==> src/rtl/mem_port_arbiter_if.sv <==
// rtl/mem_port_arbiter_if.sv - requester and shared memory port bundle for mem_port_arbiter
interface mem_port_arbiter_if;
   logic        if_req;
   logic [31:0] if_addr;
   logic        if_done;
   logic [31:0] if_rdata;
   logic        ls_req;
   logic        ls_we;
   logic [31:0] ls_addr;
   logic [31:0] ls_wdata;
   logic [3:0]  ls_be;
   logic        ls_done;
   logic [31:0] ls_rdata;
   logic        m_req;
   logic        m_we;
   logic [31:0] m_addr;
   logic [31:0] m_wdata;
   logic [3:0]  m_be;
   logic        m_ack;
   logic [31:0] m_rdata;
   logic        timeout;

   modport slave (
      input  if_req, if_addr, ls_req, ls_we, ls_addr, ls_wdata, ls_be, m_ack, m_rdata,
      output if_done, if_rdata, ls_done, ls_rdata, m_req, m_we, m_addr, m_wdata, m_be, timeout
   );

   modport master (
      output if_req, if_addr, ls_req, ls_we, ls_addr, ls_wdata, ls_be, m_ack, m_rdata,
      input  if_done, if_rdata, ls_done, ls_rdata, m_req, m_we, m_addr, m_wdata, m_be, timeout
   );
endinterface

==> src/rtl/mem_port_arbiter.sv <==
// rtl/mem_port_arbiter.sv - fetch/load-store arbiter for one shared memory port
module mem_port_arbiter #(
   parameter int TIMEOUT = 64
) (
   input  logic                 clk,
   input  logic                 rst_n,
   mem_port_arbiter_if.slave    bus
);
   localparam logic [7:0] TO = 8'(TIMEOUT);

   typedef enum logic [1:0] {IDLE, BUSY_IF, BUSY_LS, ERR} state_t;

   state_t      state_q, state_d;
   logic [7:0]  cnt_q, cnt_d;
   logic        last_ls_q, last_ls_d;
   logic        m_req_q, m_req_d;
   logic        m_we_q, m_we_d;
   logic [31:0] m_addr_q, m_addr_d;
   logic [31:0] m_wdata_q, m_wdata_d;
   logic [3:0]  m_be_q, m_be_d;
   logic        if_done_q, if_done_d;
   logic        ls_done_q, ls_done_d;
   logic [31:0] if_rdata_q, if_rdata_d;
   logic [31:0] ls_rdata_q, ls_rdata_d;
   logic        timeout_q, timeout_d;
   logic        if_elig, ls_elig;

   always_comb begin
      state_d    = state_q;
      cnt_d      = cnt_q;
      last_ls_d  = last_ls_q;
      m_req_d    = m_req_q;
      m_we_d     = m_we_q;
      m_addr_d   = m_addr_q;
      m_wdata_d  = m_wdata_q;
      m_be_d     = m_be_q;
      if_done_d  = 1'b0;
      ls_done_d  = 1'b0;
      if_rdata_d = if_rdata_q;
      ls_rdata_d = ls_rdata_q;
      timeout_d  = timeout_q;
      // A requester whose done is high is dropping its request this cycle.
      if_elig    = bus.if_req && !if_done_q;
      ls_elig    = bus.ls_req && !ls_done_q;

      case (state_q)
         IDLE: begin
            if (if_elig && (!ls_elig || last_ls_q)) begin
               state_d   = BUSY_IF;
               cnt_d     = 8'd0;
               last_ls_d = 1'b0;
               m_req_d   = 1'b1;
               m_we_d    = 1'b0;
               m_addr_d  = bus.if_addr;
               m_wdata_d = 32'd0;
               m_be_d    = 4'b1111;
            end else if (ls_elig) begin
               state_d   = BUSY_LS;
               cnt_d     = 8'd0;
               last_ls_d = 1'b1;
               m_req_d   = 1'b1;
               m_we_d    = bus.ls_we;
               m_addr_d  = bus.ls_addr;
               m_wdata_d = bus.ls_wdata;
               m_be_d    = bus.ls_be;
            end
         end
         BUSY_IF, BUSY_LS: begin
            // Ack is checked first so it wins over a simultaneous timeout.
            if (bus.m_ack) begin
               state_d = IDLE;
               m_req_d = 1'b0;
               if (state_q == BUSY_IF) begin
                  if_done_d  = 1'b1;
                  if_rdata_d = bus.m_rdata;
               end else begin
                  ls_done_d  = 1'b1;
                  ls_rdata_d = m_we_q ? 32'd0 : bus.m_rdata;
               end
            end else if (cnt_q + 8'd1 == TO) begin
               state_d   = ERR;
               m_req_d   = 1'b0;
               timeout_d = 1'b1;
            end else begin
               cnt_d = cnt_q + 8'd1;
            end
         end
         ERR: begin
            state_d = ERR;
         end
         default: state_d = IDLE;
      endcase
   end

   always_ff @(posedge clk or negedge rst_n) begin
      if (!rst_n) begin
         state_q    <= IDLE;
         cnt_q      <= 8'd0;
         last_ls_q  <= 1'b1;
         m_req_q    <= 1'b0;
         m_we_q     <= 1'b0;
         m_addr_q   <= 32'd0;
         m_wdata_q  <= 32'd0;
         m_be_q     <= 4'd0;
         if_done_q  <= 1'b0;
         ls_done_q  <= 1'b0;
         if_rdata_q <= 32'd0;
         ls_rdata_q <= 32'd0;
         timeout_q  <= 1'b0;
      end else begin
         state_q    <= state_d;
         cnt_q      <= cnt_d;
         last_ls_q  <= last_ls_d;
         m_req_q    <= m_req_d;
         m_we_q     <= m_we_d;
         m_addr_q   <= m_addr_d;
         m_wdata_q  <= m_wdata_d;
         m_be_q     <= m_be_d;
         if_done_q  <= if_done_d;
         ls_done_q  <= ls_done_d;
         if_rdata_q <= if_rdata_d;
         ls_rdata_q <= ls_rdata_d;
         timeout_q  <= timeout_d;
      end
   end

   assign bus.m_req    = m_req_q;
   assign bus.m_we     = m_we_q;
   assign bus.m_addr   = m_addr_q;
   assign bus.m_wdata  = m_wdata_q;
   assign bus.m_be     = m_be_q;
   assign bus.if_done  = if_done_q;
   assign bus.ls_done  = ls_done_q;
   assign bus.if_rdata = if_rdata_q;
   assign bus.ls_rdata = ls_rdata_q;
   assign bus.timeout  = timeout_q;
endmodule

==> src/flat_wrapper.sv <==
// flat-port wrapper written by rule: the top's interface ports become plain ports
module mem_port_arbiter_flat 
#(
   parameter int TIMEOUT = 64
)
  (clk, rst_n, bus_if_req, bus_if_addr, bus_ls_req, bus_ls_we, bus_ls_addr, bus_ls_wdata, bus_ls_be, bus_m_ack, bus_m_rdata, bus_if_done, bus_if_rdata, bus_ls_done, bus_ls_rdata, bus_m_req, bus_m_we, bus_m_addr, bus_m_wdata, bus_m_be, bus_timeout);
  mem_port_arbiter_if bus_i ();
  input  logic clk;
  input  logic rst_n;
  input wire logic [$bits(bus_i.if_req)-1:0] bus_if_req;
  input wire logic [$bits(bus_i.if_addr)-1:0] bus_if_addr;
  input wire logic [$bits(bus_i.ls_req)-1:0] bus_ls_req;
  input wire logic [$bits(bus_i.ls_we)-1:0] bus_ls_we;
  input wire logic [$bits(bus_i.ls_addr)-1:0] bus_ls_addr;
  input wire logic [$bits(bus_i.ls_wdata)-1:0] bus_ls_wdata;
  input wire logic [$bits(bus_i.ls_be)-1:0] bus_ls_be;
  input wire logic [$bits(bus_i.m_ack)-1:0] bus_m_ack;
  input wire logic [$bits(bus_i.m_rdata)-1:0] bus_m_rdata;
  output wire logic [$bits(bus_i.if_done)-1:0] bus_if_done;
  output wire logic [$bits(bus_i.if_rdata)-1:0] bus_if_rdata;
  output wire logic [$bits(bus_i.ls_done)-1:0] bus_ls_done;
  output wire logic [$bits(bus_i.ls_rdata)-1:0] bus_ls_rdata;
  output wire logic [$bits(bus_i.m_req)-1:0] bus_m_req;
  output wire logic [$bits(bus_i.m_we)-1:0] bus_m_we;
  output wire logic [$bits(bus_i.m_addr)-1:0] bus_m_addr;
  output wire logic [$bits(bus_i.m_wdata)-1:0] bus_m_wdata;
  output wire logic [$bits(bus_i.m_be)-1:0] bus_m_be;
  output wire logic [$bits(bus_i.timeout)-1:0] bus_timeout;
  assign bus_i.if_req = bus_if_req;
  assign bus_i.if_addr = bus_if_addr;
  assign bus_i.ls_req = bus_ls_req;
  assign bus_i.ls_we = bus_ls_we;
  assign bus_i.ls_addr = bus_ls_addr;
  assign bus_i.ls_wdata = bus_ls_wdata;
  assign bus_i.ls_be = bus_ls_be;
  assign bus_i.m_ack = bus_m_ack;
  assign bus_i.m_rdata = bus_m_rdata;
  assign bus_if_done = bus_i.if_done;
  assign bus_if_rdata = bus_i.if_rdata;
  assign bus_ls_done = bus_i.ls_done;
  assign bus_ls_rdata = bus_i.ls_rdata;
  assign bus_m_req = bus_i.m_req;
  assign bus_m_we = bus_i.m_we;
  assign bus_m_addr = bus_i.m_addr;
  assign bus_m_wdata = bus_i.m_wdata;
  assign bus_m_be = bus_i.m_be;
  assign bus_timeout = bus_i.timeout;
  mem_port_arbiter #(.TIMEOUT(TIMEOUT)) u_core (.clk(clk), .rst_n(rst_n), .bus(bus_i));
endmodule
==> config.mk <==
export PLATFORM = sky130hd
export DESIGN_NAME = mem_port_arbiter_flat
export DESIGN_NICKNAME = d
export VERILOG_FILES = /design/src/rtl/mem_port_arbiter_if.sv /design/src/rtl/mem_port_arbiter.sv /design/src/flat_wrapper.sv
export SDC_FILE = /design/constraint.sdc
export NUM_CORES = 1
export LEC_CHECK = 0
export CAP_MARGIN = 20
export CELL_PAD_IN_SITES_DETAIL_PLACEMENT = 0
export CELL_PAD_IN_SITES_GLOBAL_PLACEMENT = 2
export CORE_MARGIN = 10
export CORE_UTILIZATION = 23
export DETAILED_ROUTE_END_ITERATION = 12
export PLACE_DENSITY_LB_ADDON = 0.1
export SYNTH_ARGS = -nofsm -noshare
export SYNTH_HDL_FRONTEND = slang
export SYNTH_SLANG_ARGS = --single-unit
==> constraint.sdc <==
create_clock -name clk -period 1.61 [get_ports clk]
set_input_delay 0.2415 -clock clk [delete_from_list [all_inputs] [get_ports clk]]
set_output_delay 0.2415 -clock clk [all_outputs]
set_load 0.005 [all_outputs]
== After elaboration in Yosys (flattened, before gate mapping) ==
Cells that the tools add are included.

* Input port bits: 138
* Word-level logic and storage cells: 73
* Register bits: 148
* Output and inout bits: 137

* $add $sub $neg: 1
* Eq/ne operators: 8
* Mux-type cells: 31
* Bitwise gates (word level): 2
* Reductions and logical operators: 18

{| class="wikitable"
|+ Operator list
! kind !! count
|-
| 2-to-1 mux 32 bit || 5
|-
| 2-to-1 mux 8 bit || 4
|-
| case mux 8 bit (2 select lines) || 1
|-
| 2-to-1 mux 1 bit || 13
|-
| AND reduction 3 bit || 4
|-
| adder 8 x 1 -> 8 bit (second input constant) || 1
|-
| equality test 8 x 7 -> 1 bit (second input constant) || 1
|-
| 2-to-1 mux 2 bit || 4
|-
| 2-to-1 mux 4 bit || 2
|-
| case mux 2 bit (3 select lines) || 1
|-
| equality test 2 bit (second input constant) || 2
|-
| inequality test 2 bit (second input constant) || 2
|-
| AND reduction 2 bit || 2
|-
| AND reduction 4 bit || 1
|-
| nonzero test 2 bit || 2
|-
| logical AND 1 bit || 3
|-
| logical NOT 1 bit || 3
|-
| inequality test 3 x 1 -> 1 bit (second input constant) || 1
|-
| inequality test 3 x 2 -> 1 bit (second input constant) || 1
|-
| equality test 2 x 1 -> 1 bit (second input constant) || 1
|-
| logical NOT 2 bit || 1
|-
| inverter 1 bit || 2
|-
| case mux 1 bit (2 select lines) || 1
|-
| OR reduction 2 bit || 1
|-
| logical OR 1 bit || 1
|}

== Depth between registers and ports, before layout ==
* Depth in word-level cells: 7
* Mapped depth: 8
* Depth with buffers taken out: 6

== Worst setup path after synthesis ==
No wires, ideal clock.

* Kind: register -> register
* From: register u_core.state_q[0]
* To: register u_core.if_rdata_q[10] (netlist: u_core.bus.if_rdata[10])
* Cell stages (with the launch flop): 7
* Path buffers: 2
* Setup slack: -89 ps
* Data required time: 1485 ps
* Setup time: 125 ps
* Period minus slack after synthesis: 1699 ps
* Arrival time: 1574 ps
* Path through: dfrtp_1 > inv_1 > ha_1 > clkbuf_1 > nand3_1 > buf_2 > mux2_2

* Longest elaborated chain between the ends: 3
* Elaborated cells between the ends (all ways): 4
* Those cells by class: eq/ne: 2; reduce/logical: 2

{| class="wikitable"
|+ Ends and longest elaborated chain
! element !! line !! source
|-
| start: declaration || mem_port_arbiter.sv:13 || <nowiki>state_t state_q, state_d;</nowiki>
|-
| start signal: assignment || mem_port_arbiter.sv:111 || <nowiki>state_q <= state_d;</nowiki>
|-
| equality test 2 bit or equality test 2 x 1 -> 1 bit (tied branches) || mem_port_arbiter.sv:46, mem_port_arbiter.sv:73 ||
|-
| OR reduction 2 bit || mem_port_arbiter.sv:46 || <nowiki>case (state_q)</nowiki>
|-
| AND reduction 3 bit (no source line) * || - ||
|-
| end signal: assignment || mem_port_arbiter.sv:121 || <nowiki>if_rdata_q <= if_rdata_d;</nowiki>
|-
| end: declaration || mem_port_arbiter.sv:23 || <nowiki>logic [31:0] if_rdata_q, if_rdata_d;</nowiki>
|}

Mark *: on every way between the ends. The rest lies on a longest branch, timed or not.
A chain may end at the register's enable or synchronous reset.

== Final worst setup path ==
* From: register u_core.cnt_q[0]
* To: register u_core.cnt_q[0]

* Longest elaborated chain between the ends: 4
* Elaborated cells between the ends (all ways): 7
* Those cells by class: add/sub: 1; eq/ne: 2; mux: 3; reduce/logical: 1

{| class="wikitable"
|+ Ends and longest elaborated chain
! element !! line !! source
|-
| start: declaration || mem_port_arbiter.sv:14 || <nowiki>logic [7:0] cnt_q, cnt_d;</nowiki>
|-
| start signal: assignment || mem_port_arbiter.sv:112 || <nowiki>cnt_q <= cnt_d;</nowiki>
|-
| adder 8 x 1 -> 8 bit * || mem_port_arbiter.sv:80, mem_port_arbiter.sv:85 ||
|-
| equality test 8 x 7 -> 1 bit or 2-to-1 mux 8 bit (tied branches) || mem_port_arbiter.sv:80 || <nowiki>end else if (cnt_q + 8'd1 == TO) begin</nowiki>
|-
| inequality test 2 bit (no source line) or 2-to-1 mux 8 bit (tied branches) || - ||
|-
| AND reduction 4 bit (no source line) or case mux 8 bit (2 select lines) (tied branches) || - ||
|}

Mark *: on every way between the ends. The rest lies on a longest branch, timed or not. The select of a mux whose other input is x is not followed.

==> results.cfg <==
[grt]
grt_util_all_layers = 0.1358
grt_start_max_net_pins = 66
antenna_found_initial = 1
grt_overflow = 0
grt_pass1_vias = 5576
grt_pass1_wl_mm = 35.38

[cells_and_area]
syn2layout_area_growth_pct = 69.62
fillers = 2598
final_layout_size_suffix_gt1_frac = 0.1754
postLayoutCoreUtil = 0.3968
num-nets-final = 990

[synthesis]
async_reset_ff_frac = 1.000
synth_edf_count = 0
synthesis.area_mm2 = 0.006305
syn_avg_cell_area_um2 = 11.72
synth_ff_type = dfrtp_1
synth-seq-area-share = 0.5876
yosys_warnings = 0
synth.ff_latch_count = 148
synth.most_common_cell = dfrtp_1
synthCells = 538
syn-num-nets = 680
synth_area_leader_cell = dfrtp_1
yosysTopAreaCellShare = 0.5834
synth_commonest_cells = 147 x dfrtp_1, 80 x nand2_1, 69 x o21ai_0, 34 x a22o_1, 34 x nand2b_1
synth_area_leaders = dfrtp_1 58%, mux2_2 5.7%, o21ai_0 5.5%, mux2i_1 5.1%, nand2_1 4.8%
synth_cell_types = 48

[power_and_ir_drop]
power.density_mw_per_mm2 = 1859
leakage_nw = 4.888
peakVddDrop_v = 0.0008031
p_total_mw = 19.88

[sta]
hold_violations = 0
fin_worst_skew_ns = 0.01163
tightest_slew_ns = 0.6232
timing.fmax_mhz = 597.4
setup_slack_ns = -0.06396
slew_headroom = 0.5845
fin_crit_sh = 1.040
hold-worst-slack_ns = 0.3914
drv_slew = 0
fin_crit_ns = 1.674
finalSetupTns_ns = -0.5857
setup_violations = 20
rsz0062_at_grt = true

[detailed_routing]
drc = 0
firstDrtPassIters = 4
routed_via_density = 4.381
wl_mm = 24.30
highest_layer = met4
vias = 5270
wl_per_cell_um = 20.20
wl_met2_mm = 12.79
m1WireLength_mm = 9.565
first_iter_violations = 197
wl_met3_mm = 1.679
drtAntennaViolNets = 0

[critical_path]
start_kind = flip-flop
cp-end-kind = flip-flop
timing.rr.end = u_core.cnt_q[0]
required_ns = 1.91
crit_type = reg2reg
crit_chain = a211o_1, a211oi_4, o22ai_4, buf_6, nand4b_1, o211ai_1
crit_buf_inv = 1
crit_family = compound AO/OA/AOI/OAI gates
crit_path_max_fanout = 7
reg2reg_slack_ns = -0.06
cpPeakStageDelay_ns = 0.45
cp_slowest_cell = dfrtp_2
reg2reg_depth = 6
arrival_ns = 1.97
rr_startpoint = u_core.cnt_q[0]

[place]
place_congestion = 0.7645
io_buffers = 274
dp_hpwl_mm = 17.35

[clocking]
clock_latency_ns = 0.42
clk_pin_slew_worst_paths_ns = 0.07
cts_made_buffers = 17
cts_sinks = 148
cts_tree = done
cts_root_buf = clkbuf_16
clk_path_buf_depth = 2
htreeDepth = 4

[run]
max-cap-violations = 0

[die]
core_mm2 = 0.02695
ios = 275
start_util = 0.2339
fp.dieW_um = 185.6
chipHeight_um = 185.6
row_count = 60
dieArea_mm2 = 0.03443

[run_status]
violations = setup timing
status = finished, violations left

[hold_path]
hp-class = in2async
## worst min-delay path: stages
cell and delay, ns:
dlygate4sd3_1 0.55, buf_6 0.12, buf_12 0.30
## cell usage in the layout, fill, tap and decap left out, drive strengths merged, types with 3 or more instances in the layout
cell type      instances
mux2i                 32
buf                   49
dfrtp                147
dlymetal6s2s          24
nand2                 80
o211ai                 3
nor4                   3
nand3                  7
ha                     4
a22o                  34
nor2                   3
nand4                  3
nor2b                  4
o21ai                 71
dlygate4sd2           10
and3                   3
clkinvlp               3
clkdlybuf4s50        239
clkinv                 3
o22a                   4
nand2b                36
clkbuf                23
mux2                  32
inv                   15
## power by group
part           switching [mW]  total [mW]  internal, mW
sequential              0.953        6.43          5.48
clock                    1.83        4.03          2.20
combinational            3.88        9.42          5.55
total                    6.66        19.9          13.2
## cell families (layout without fill, tap and decap cells)
logic type,Yosys count,count (layout),synth area share
compound gates,132,132,0.1484
flops,148,148,0.5876
buf+inv,45,368,0.03195
mux,64,64,0.1080
other cells,0,1,0
simple gates,145,145,0.1161
fa+ha+maj,4,4,0.007938
## repair_timing
item | 4_1_cts | 5_1_grt
cloned | 1 | 7
buffers inserted | 2 | 5
endpoints found under the setup margin | 39 | 108
gates resized for setup | 18 | 57
pin swaps | 6 | 11
endpoints found under the hold margin | 147 | 0
hold buffers | 1 | 0
## worst max path at each step
stage	startpoint	end	slack (ns)	cells past startpoint
2_1_floorplan	u_core.state_q[0]	u_core.bus.ls_rdata[13]	0.02	7
3_3_place_gp	bus_if_req	u_core.bus.m_addr[8]	-0.22	6
3_5_place_dp	bus_ls_req	u_core.bus.m_be[2]	-0.27	6
4_1_cts	u_core.cnt_q[1]	u_core.cnt_q[0]	-0.13	6
5_1_grt	u_core.cnt_q[0]	u_core.cnt_q[0]	-0.17	6
6_report	u_core.cnt_q[0]	u_core.cnt_q[0]	-0.06	6
## registers in the layout, indices dropped and copies added, names as in the netlist
name,count
u_core.bus.m_be,4
u_core.bus.ls_done,1
u_core.last_ls_q,1
u_core.bus.timeout,1
u_core.bus.if_rdata,32
u_core.bus.if_done,1
u_core.bus.ls_rdata,32
u_core.state_q,2
u_core.cnt_q,8
u_core.bus.m_addr,32
u_core.bus.m_wdata,32
u_core.bus.m_we,1
u_core.bus.m_req,1
## stage by stage
step	instance area, um^2	instances	worst slack [ns]
after floorplan	6334	538	0.02183
after global placement	9703	1154	-0.2153
after detailed placement	9703	1154	-0.2714
after CTS	10350	1190	-0.1251
after global routing	10690	1202	-0.1741
final	10690	1203	-0.06396
## area by class of cell
type,instances,area [um^2],share of cell area
flip-flops and latches,148,3707,0.3467
repair buffers,329,3451,0.3227
multi-input cells,345,2492,0.2331
well taps,341,426.7,0.03990
clock buffers,17,425.4,0.03978
clock inverters,15,162.7,0.01521
inverters,7,26.28,0.002457
diodes,1,2.502,0.0002340
## layer usage
metal / up-vias / GRT usage
met5: - / 0
met4: 0 / 0.03483
met3: 15 / 0.04972
met2: 140 / 0.2434
met1: 2603 / 0.1478
li1: 2512 / -
No activity file was read; power rests on OpenSTA's default activity.
